==> src/rtl/id_stage.sv <==
// Decode stage of the 5-stage MIPS pipeline: IF/ID register, register file,
// main control decode, sign extension and load-use hazard detection.
module id_stage (
    input  logic        clk,
    input  logic        rst,
    input  logic [31:0] if_instr,
    input  logic [6:0]  if_pc,
    input  logic        flush,
    input  logic        ex_memread,
    input  logic [4:0]  ex_rt,
    input  logic        wb_regwrite,
    input  logic [4:0]  wb_rd,
    input  logic [31:0] wb_data,
    output logic        pc_write,
    output logic [6:0]  PC,
    output logic [31:0] ReadReg1,
    output logic [31:0] ReadReg2,
    output logic [31:0] Offset,
    output logic [4:0]  Shamt,
    output logic [4:0]  Rt,
    output logic [4:0]  Rd,
    output logic [1:0]  WB,
    output logic [2:0]  MEM,
    output logic [4:0]  EX,
    output logic        bne
);

    logic [31:0] ifid_instr_q, ifid_instr_d;
    logic [6:0]  ifid_pc_q, ifid_pc_d;
    logic [31:0] regs_q [32];
    logic [31:0] regs_d [32];

    logic [5:0]  op, funct;
    logic [4:0]  rs, rt;
    logic        reads_rt, stall;
    logic [1:0]  wb_c;
    logic [2:0]  mem_c;
    logic [4:0]  ex_c;
    logic        bne_c;
    logic [2:0]  alu_op;
    logic        r_valid;

    assign op    = ifid_instr_q[31:26];
    assign rs    = ifid_instr_q[25:21];
    assign rt    = ifid_instr_q[20:16];
    assign funct = ifid_instr_q[5:0];

    // Load-use hazard; a flush squashes the dependent instruction anyway
    always_comb begin
        reads_rt = (op == 6'h00) || (op == 6'h2B) || (op == 6'h04) || (op == 6'h05);
        stall = ex_memread && (ex_rt != 5'd0) && !flush &&
                ((ex_rt == rs) || ((ex_rt == rt) && reads_rt));
    end

    always_comb begin
        ifid_instr_d = ifid_instr_q;
        ifid_pc_d    = ifid_pc_q;
        if (flush) begin
            ifid_instr_d = '0;
            ifid_pc_d    = '0;
        end else if (!stall) begin
            ifid_instr_d = if_instr;
            ifid_pc_d    = if_pc;
        end
    end

    always_comb begin
        regs_d = regs_q;
        if (wb_regwrite && (wb_rd != 5'd0)) begin
            regs_d[wb_rd] = wb_data;
        end
    end

    always_ff @(posedge clk) begin
        if (rst) begin
            ifid_instr_q <= '0;
            ifid_pc_q    <= '0;
            for (int i = 0; i < 32; i++) begin
                regs_q[i] <= '0;
            end
        end else begin
            ifid_instr_q <= ifid_instr_d;
            ifid_pc_q    <= ifid_pc_d;
            regs_q       <= regs_d;
        end
    end

    // Register 0 is hardwired; same-cycle write-back is forwarded to the reader
    always_comb begin
        ReadReg1 = regs_q[rs];
        if (rs == 5'd0) begin
            ReadReg1 = '0;
        end else if (wb_regwrite && (wb_rd == rs)) begin
            ReadReg1 = wb_data;
        end
        ReadReg2 = regs_q[rt];
        if (rt == 5'd0) begin
            ReadReg2 = '0;
        end else if (wb_regwrite && (wb_rd == rt)) begin
            ReadReg2 = wb_data;
        end
    end

    always_comb begin
        wb_c    = 2'b00;
        mem_c   = 3'b000;
        ex_c    = 5'b00000;
        bne_c   = 1'b0;
        alu_op  = 3'b000;
        r_valid = 1'b0;
        case (op)
            6'h00: begin
                r_valid = (ifid_instr_q != 32'd0);
                case (funct)
                    6'h20:   alu_op = 3'b000;
                    6'h22:   alu_op = 3'b001;
                    6'h24:   alu_op = 3'b010;
                    6'h25:   alu_op = 3'b011;
                    6'h2A:   alu_op = 3'b100;
                    6'h00:   alu_op = 3'b101;
                    6'h02:   alu_op = 3'b110;
                    default: r_valid = 1'b0;
                endcase
                if (r_valid) begin
                    wb_c = 2'b10;
                    ex_c = {1'b1, alu_op, 1'b0};
                end
            end
            6'h23: begin
                wb_c  = 2'b11;
                mem_c = 3'b010;
                ex_c  = 5'b00001;
            end
            6'h2B: begin
                mem_c = 3'b001;
                ex_c  = 5'b00001;
            end
            6'h08: begin
                wb_c = 2'b10;
                ex_c = 5'b00001;
            end
            6'h04: begin
                mem_c = 3'b100;
                ex_c  = 5'b00010;
            end
            6'h05: begin
                mem_c = 3'b100;
                ex_c  = 5'b00010;
                bne_c = 1'b1;
            end
            default: ;
        endcase
    end

    // A stalled cycle sends a bubble to ID/EX while the data fields stay live
    always_comb begin
        pc_write = !stall;
        WB       = stall ? 2'b00 : wb_c;
        MEM      = stall ? 3'b000 : mem_c;
        EX       = stall ? 5'b00000 : ex_c;
        bne      = stall ? 1'b0 : bne_c;
        PC       = ifid_pc_q;
        Offset   = {{16{ifid_instr_q[15]}}, ifid_instr_q[15:0]};
        Shamt    = ifid_instr_q[10:6];
        Rt       = rt;
        Rd       = ifid_instr_q[15:11];
    end

endmodule

==> config.mk <==
export PLATFORM = sky130hd
export DESIGN_NAME = id_stage
export DESIGN_NICKNAME = d
export VERILOG_FILES = /design/src/rtl/id_stage.sv
export SDC_FILE = /design/constraint.sdc
export NUM_CORES = 2
export LEC_CHECK = 0
export ABC_AREA = 1
export CORE_UTILIZATION = 25
export DETAILED_ROUTE_END_ITERATION = 10
export PLACE_DENSITY_LB_ADDON = 0.25
export SLEW_MARGIN = 25
export SYNTH_ARGS = -nofsm -noshare
export SYNTH_HDL_FRONTEND = slang
export SYNTH_SLANG_ARGS = --single-unit
==> constraint.sdc <==
create_clock -name clk -period 2.4 [get_ports clk]
set_clock_uncertainty 0.05 [all_clocks]
set_input_delay 0.6 -clock clk [delete_from_list [all_inputs] [get_ports clk]]
set_output_delay 0.6 -clock clk [all_outputs]
set_load 0.005 [all_outputs]
# == Yosys cells after proc, flatten, opt, wreduce, memory -nomap -nowiden ==
# Index checks and enable logic that the tools add are counted.
# classes
n_addsub,0
multipliers,0
div_mod_pow,0
n_lt_le_gt_ge,4
eq_ne,15
shifts,0
mux,26
bitwise,3
n_reduce_logical,25
# op_table
op,n
bitwise mux 1024 bit,1
binary-select mux 32 bit (select 5 bit),2
two-way mux 32 bit,9
demux 32 bit (select 5 bit),1
equality test 6 bit (second input constant),7
nonzero test 32 bit,1
equality test 5 bit,4
greater-or-equal comparator 6 bit (second input constant),3
inverter 5 -> 6 bit,3
case mux 3 bit (6 select lines),1
case mux 5 bit (3 select lines),1
equality test 6 x 3 -> 1 bit (second input constant),2
logical NOT 6 bit,2
logical NOT 5 bit,2
two-way mux 5 bit,2
nonzero test 5 bit,2
case mux 3 bit (3 select lines),1
logical AND 1 bit,8
OR reduction 7 bit,1
equality test 6 x 2 -> 1 bit (second input constant),1
equality test 6 x 4 -> 1 bit (second input constant),1
less-than comparator 6 x 1 -> 1 bit (second input constant),1
case mux 2 bit (3 select lines),1
logical OR 1 bit,4
6 further kinds,12
# word_totals
ff_bits,1063
latch_bits,0
mem_bits_rw,0
rom_bits,0
input_bits,86
output_inout_bits,130
wordCells,107
memories,0

# == Depth between registers and ports, before layout ==
# depth
depth_word,8
depth_mapped,14
depth_no_buf,12

# == Least setup slack after synthesis ==
# Ideal clock, no wire load.
# synth_path
kind,in2out
startpoint,input port wb_rd[4]
endpoint,output port ReadReg2[23]
t_arrival_ps,1668
t_required_ps,1750
slack_ps,82
stages,7
path_buffers,2
cell_sequence,buf_4 -> xor2_1 -> nor3_1 -> nand3_1 -> clkbuf_1 -> o21ai_0 -> a21oi_1
# synth_between
elab_chain_cells,4
# synth_rtl
element,line_no,text
from (decl),12,"input logic [4:0] wb_rd,"
equality test 5 bit,99,end else if (wb_regwrite && (wb_rd == rt)) begin
logical AND 1 bit,99,
two-way mux 32 bit,99,
two-way mux 32 bit,97,if (rt == 5'd0) begin
to (decl),17,"output logic [31:0] ReadReg2,"
# No other way between the ends.

# == Worst setup path after layout ==
# layout_path
startpoint,register ifid_instr_q[21]
endpoint,output port ReadReg1[0]
# layout_between
elab_chain_cells,6
elab_cells_between_ends,9
cone_classes,eq/ne: 1; mux: 5; bitwise: 1; reduce/logical: 2
# layout_rtl
element,line_no,text
from (decl),28,"logic [31:0] ifid_instr_q, ifid_instr_d;"
from (signal assigned),82,ifid_instr_q <= ifid_instr_d;
inverter 5 -> 6 bit (not written as such),90,ReadReg1 = regs_q[rs];
binary-select mux 32 bit (select 5 bit),90,
two-way mux 32 bit (not written as such) (2 in series),90,
two-way mux 32 bit,93,end else if (wb_regwrite && (wb_rd == rs)) begin
two-way mux 32 bit *,91,if (rs == 5'd0) begin
to (decl),16,"output logic [31:0] ReadReg1,"
# Every way passes the cells marked *; elsewhere a longest branch is shown, timed or not. The select of a mux whose other input is x is not followed.

==> impl_metrics.py <==
metrics = {
    "sta": {
        "fin_tns_setup_ps": -80950,
        "finalMaxSlewViolations": 0,
        "setup_ws_ps": -1203,
        "max_freq_mhz": 277.5,
        "fin_crit_ps": 3603,
        "timing.final.crit_share_pct": 150.1,
        "setup_viol": 77,
        "worst_slew_pin_slew_ps": 586.4,
        "final-hold-violation-count": 0,
        "relSlewSlack_pct": 60.91,
        "rsz0062_at_grt": "true",
    },
    "power_and_ir_drop": {
        "total_power_w": 0.04711,
        "power_density_nw_per_um2": 539.2,
        "power.leakage_nw": 34.50,
        "vdd_drop_max_v": 0.0004635,
    },
    "finish": {
        "fillers": 24310,
        "layout.nets": 10290,
        "multi_input_area_um2": 33690,
        "drive_gt1_share_pct": 24.62,
        "most-common-layout-cells": "nand2_1 (1956), nor2_1 (1110), dfxtp_1 (1042)",
        "finalInstanceArea_um2": 87370,
        "area.growth.synth_to_final_pct": 47.47,
        "seq_area_um2": 21330,
        "final_common_cell": "nand2_1",
    },
    "grt": {
        "antenna_found_initial": 5,
        "grt_pass1_vias": 65010,
        "grt.overflow.total": 0,
        "grt_pass1_wl_um": 453300,
        "grt.total_usage_pct": 25.64,
        "grt_start_max_net_pins": 107,
    },
    "clock_tree": {
        "clock_latency_ps": 800,
        "clock_path_buffers": 3,
        "cts_buffers": 132,
        "cts_tree": "yes",
        "path_clk_slew_ps": 60,
        "cts_root_buffer": "clkbuf_16",
        "cts_max_level": 4,
        "clock_sinks": 1063,
    },
    "setup_path": {
        "max_stage_delay_ps": 420,
        "crit_top_cell": "buf_12",
        "slowest_stage": "dfxtp_4",
        "path_cells": "buf_6, buf_6, xor2_2, a21oi_2, nand3_4, buf_12, buf_12, buf_12, o21ai_2, a21oi_1, dlygate4sd2_1",
        "crit_fanout": 13,
        "reg2reg_depth": 15,
        "r2r_end": "ifid_instr_q[9]",
        "arrival_ps": 2950,
        "r2r_start": "ifid_instr_q[21]",
        "worst_setup_path_end_kind": "primary output",
        "crit_family": "buffers and inverters",
        "cp.depth": 11,
        "path_buf_inv": 6,
        "path_class": "reg2out",
        "worst-r2r-setup-slack_ps": 130,
        "required_ps": 1750,
        "startpoint_type": "flop",
    },
    "detailed_routing": {
        "drtAntennaViolNets": 0,
        "drtPass1Iterations": 8,
        "vias": 70080,
        "first_iter_violations": 8318,
        "wl_per_cell_um": 24.04,
        "vias_per_cell": 5.209,
        "drc_errors": 0,
        "finalWirelength_um": 323500,
    },
    "yosys": {
        "yosysWarnings": 0,
        "yosysSeqAreaShare_pct": 35.92,
        "syn_inst": 9254,
        "synth_fp_nets": 9340,
        "avgSynthCellArea_um2": 6.403,
        "ys_ff_latch": 1063,
        "synthesis.area_um2": 59250,
        "synth.distinct_cells": 30,
    },
    "die": {
        "core_region_area_um2": 235400,
        "pin_count": 216,
        "dieArea_um2": 239000,
        "initial_core_util_pct": 25.17,
        "die_x_um": 488.8,
        "die_h_um": 488.8,
        "rows": 178,
    },
    "placement": {
        "place_area_um2": 73860,
        "dp_slack_ps": -1801,
        "port_buffers": 215,
        "hpwl_um": 197500,
        "place.gp.congestion": 0.9350,
    },
    "worst_hold_path": {
        "hold_path_end": "regs_q[423]",
        "hp-start": "rst",
        "hp-class": "in2reg",
        "whs_path_depth": 2,
    },
    "run": {
        "cap_violations": 0,
    },
    "outcome": {
        "violations": "negative setup slack",
        "outcome": "complete, but fails checks",
    },
}
-- final cells by class --
cell class                 count  share of cell area (%)
tap                         3150                   4.511
timing repair buffer        1715                   23.68
clock inverter                33                  0.4797
antenna                        2                0.005728
timing repair inverter         3                 0.07017
multi-input combinational   6416                   38.56
inverter                     872                   3.854
sequential                  1063                   24.41
clock buffer                 200                   4.434
-- metal layers --
metal | up-vias | track usage [%] | share of wire, %
li1 | 32530 | - | -
met1 | 33160 | 32.89 | 40
met2 | 3572 | 39.33 | 43
met3 | 818 | 4.743 | 9.1
met4 | 0 | 16.37 | 7.5
met5 | - | 0 | 0
-- timing repair --
| action | in CTS | in global routing |
|---|---|---|
| buffers inserted | 164 | 110 |
| hold buffers | 0 | 0 |
| pin swaps | 242 | 386 |
| gates resized for setup | 1001 | 769 |
| setup endpoints to repair | 123 | 148 |
| cloned | 70 | 50 |
-- stage by stage --
step                std cells  utilization [%]  hold slack [ps]
finish                  13450            37.12            243.1
detailed placement      12880            31.37            372.8
CTS                     13330            35.62            157.7
floorplan                9254                -            359.8
global placement        12880            31.37            371.7
global route            13450            37.11            245.2
-- cells by family (layout without fill, tap and decap cells) --
kind of cell,after synthesis,in the layout,share of synthesized area (%)
other,0,2,0
AND/OR/NAND/NOR,4328,4328,29.70
XOR/XNOR,4,4,0.05914
AO/OA/AOI/OAI,2084,2084,22.04
flip-flops,1063,1063,35.92
buffers and inverters,1775,2823,12.29
-- cells in the mapped netlist --
library cell	number	area (µm²)
o21ai_0	498	2492
nor3_1	12	60.06
nor2_2	4	25.02
o211ai_1	270	2027
nand2_1	2163	8119
nand4_1	3	18.77
clkbuf_1	485	1821
o22ai_1	6	37.54
nand3_2	2	20.02
buf_2	251	1256
nor3_2	1	10.01
xnor2_1	1	8.760
o221ai_1	1	8.760
dfxtp_1	1063	21280
nand3b_1	9	67.56
buf_6	7	78.83
buf_1	93	349.1
nor2_1	1155	4335
a211oi_2	20	250.2
o21ai_1	1	5.000
nand2_2	1	6.260
or2_2	5	31.28
nand3_1	968	4845
inv_1	830	3115
a211oi_1	716	5375
buf_4	67	503.0
a21oi_1	572	2863
inv_2	42	157.7
xor2_1	3	26.28
nor2_4	5	56.30
-- power by group --
group	internal, W	leakage (nW)	switching, W
combinational	0.00345	23.8	0.00505
clock	0.0119	2.11	0.00873
sequential	0.0179	8.59	0.000117
total	0.0332	34.5	0.0139
-- state kept, by name, indices dropped and copies added (netlist names) --
register      flops
PC                7
ifid_instr_q     32
regs_q         1024
-- how the worst max path moves through the flow --
stage / startpoint / endpoint
2_1_floorplan: wb_rd[4] / ReadReg2[23]
6_report: ifid_instr_q[21] / ReadReg1[0]
5_1_grt: ifid_instr_q[21] / ReadReg1[7]
3_5_place_dp: wb_regwrite / ReadReg1[18]
3_3_place_gp: wb_regwrite / ReadReg1[18]
4_1_cts: ifid_instr_q[21] / ReadReg1[22]
No activity file was read; power rests on OpenSTA's default activity.
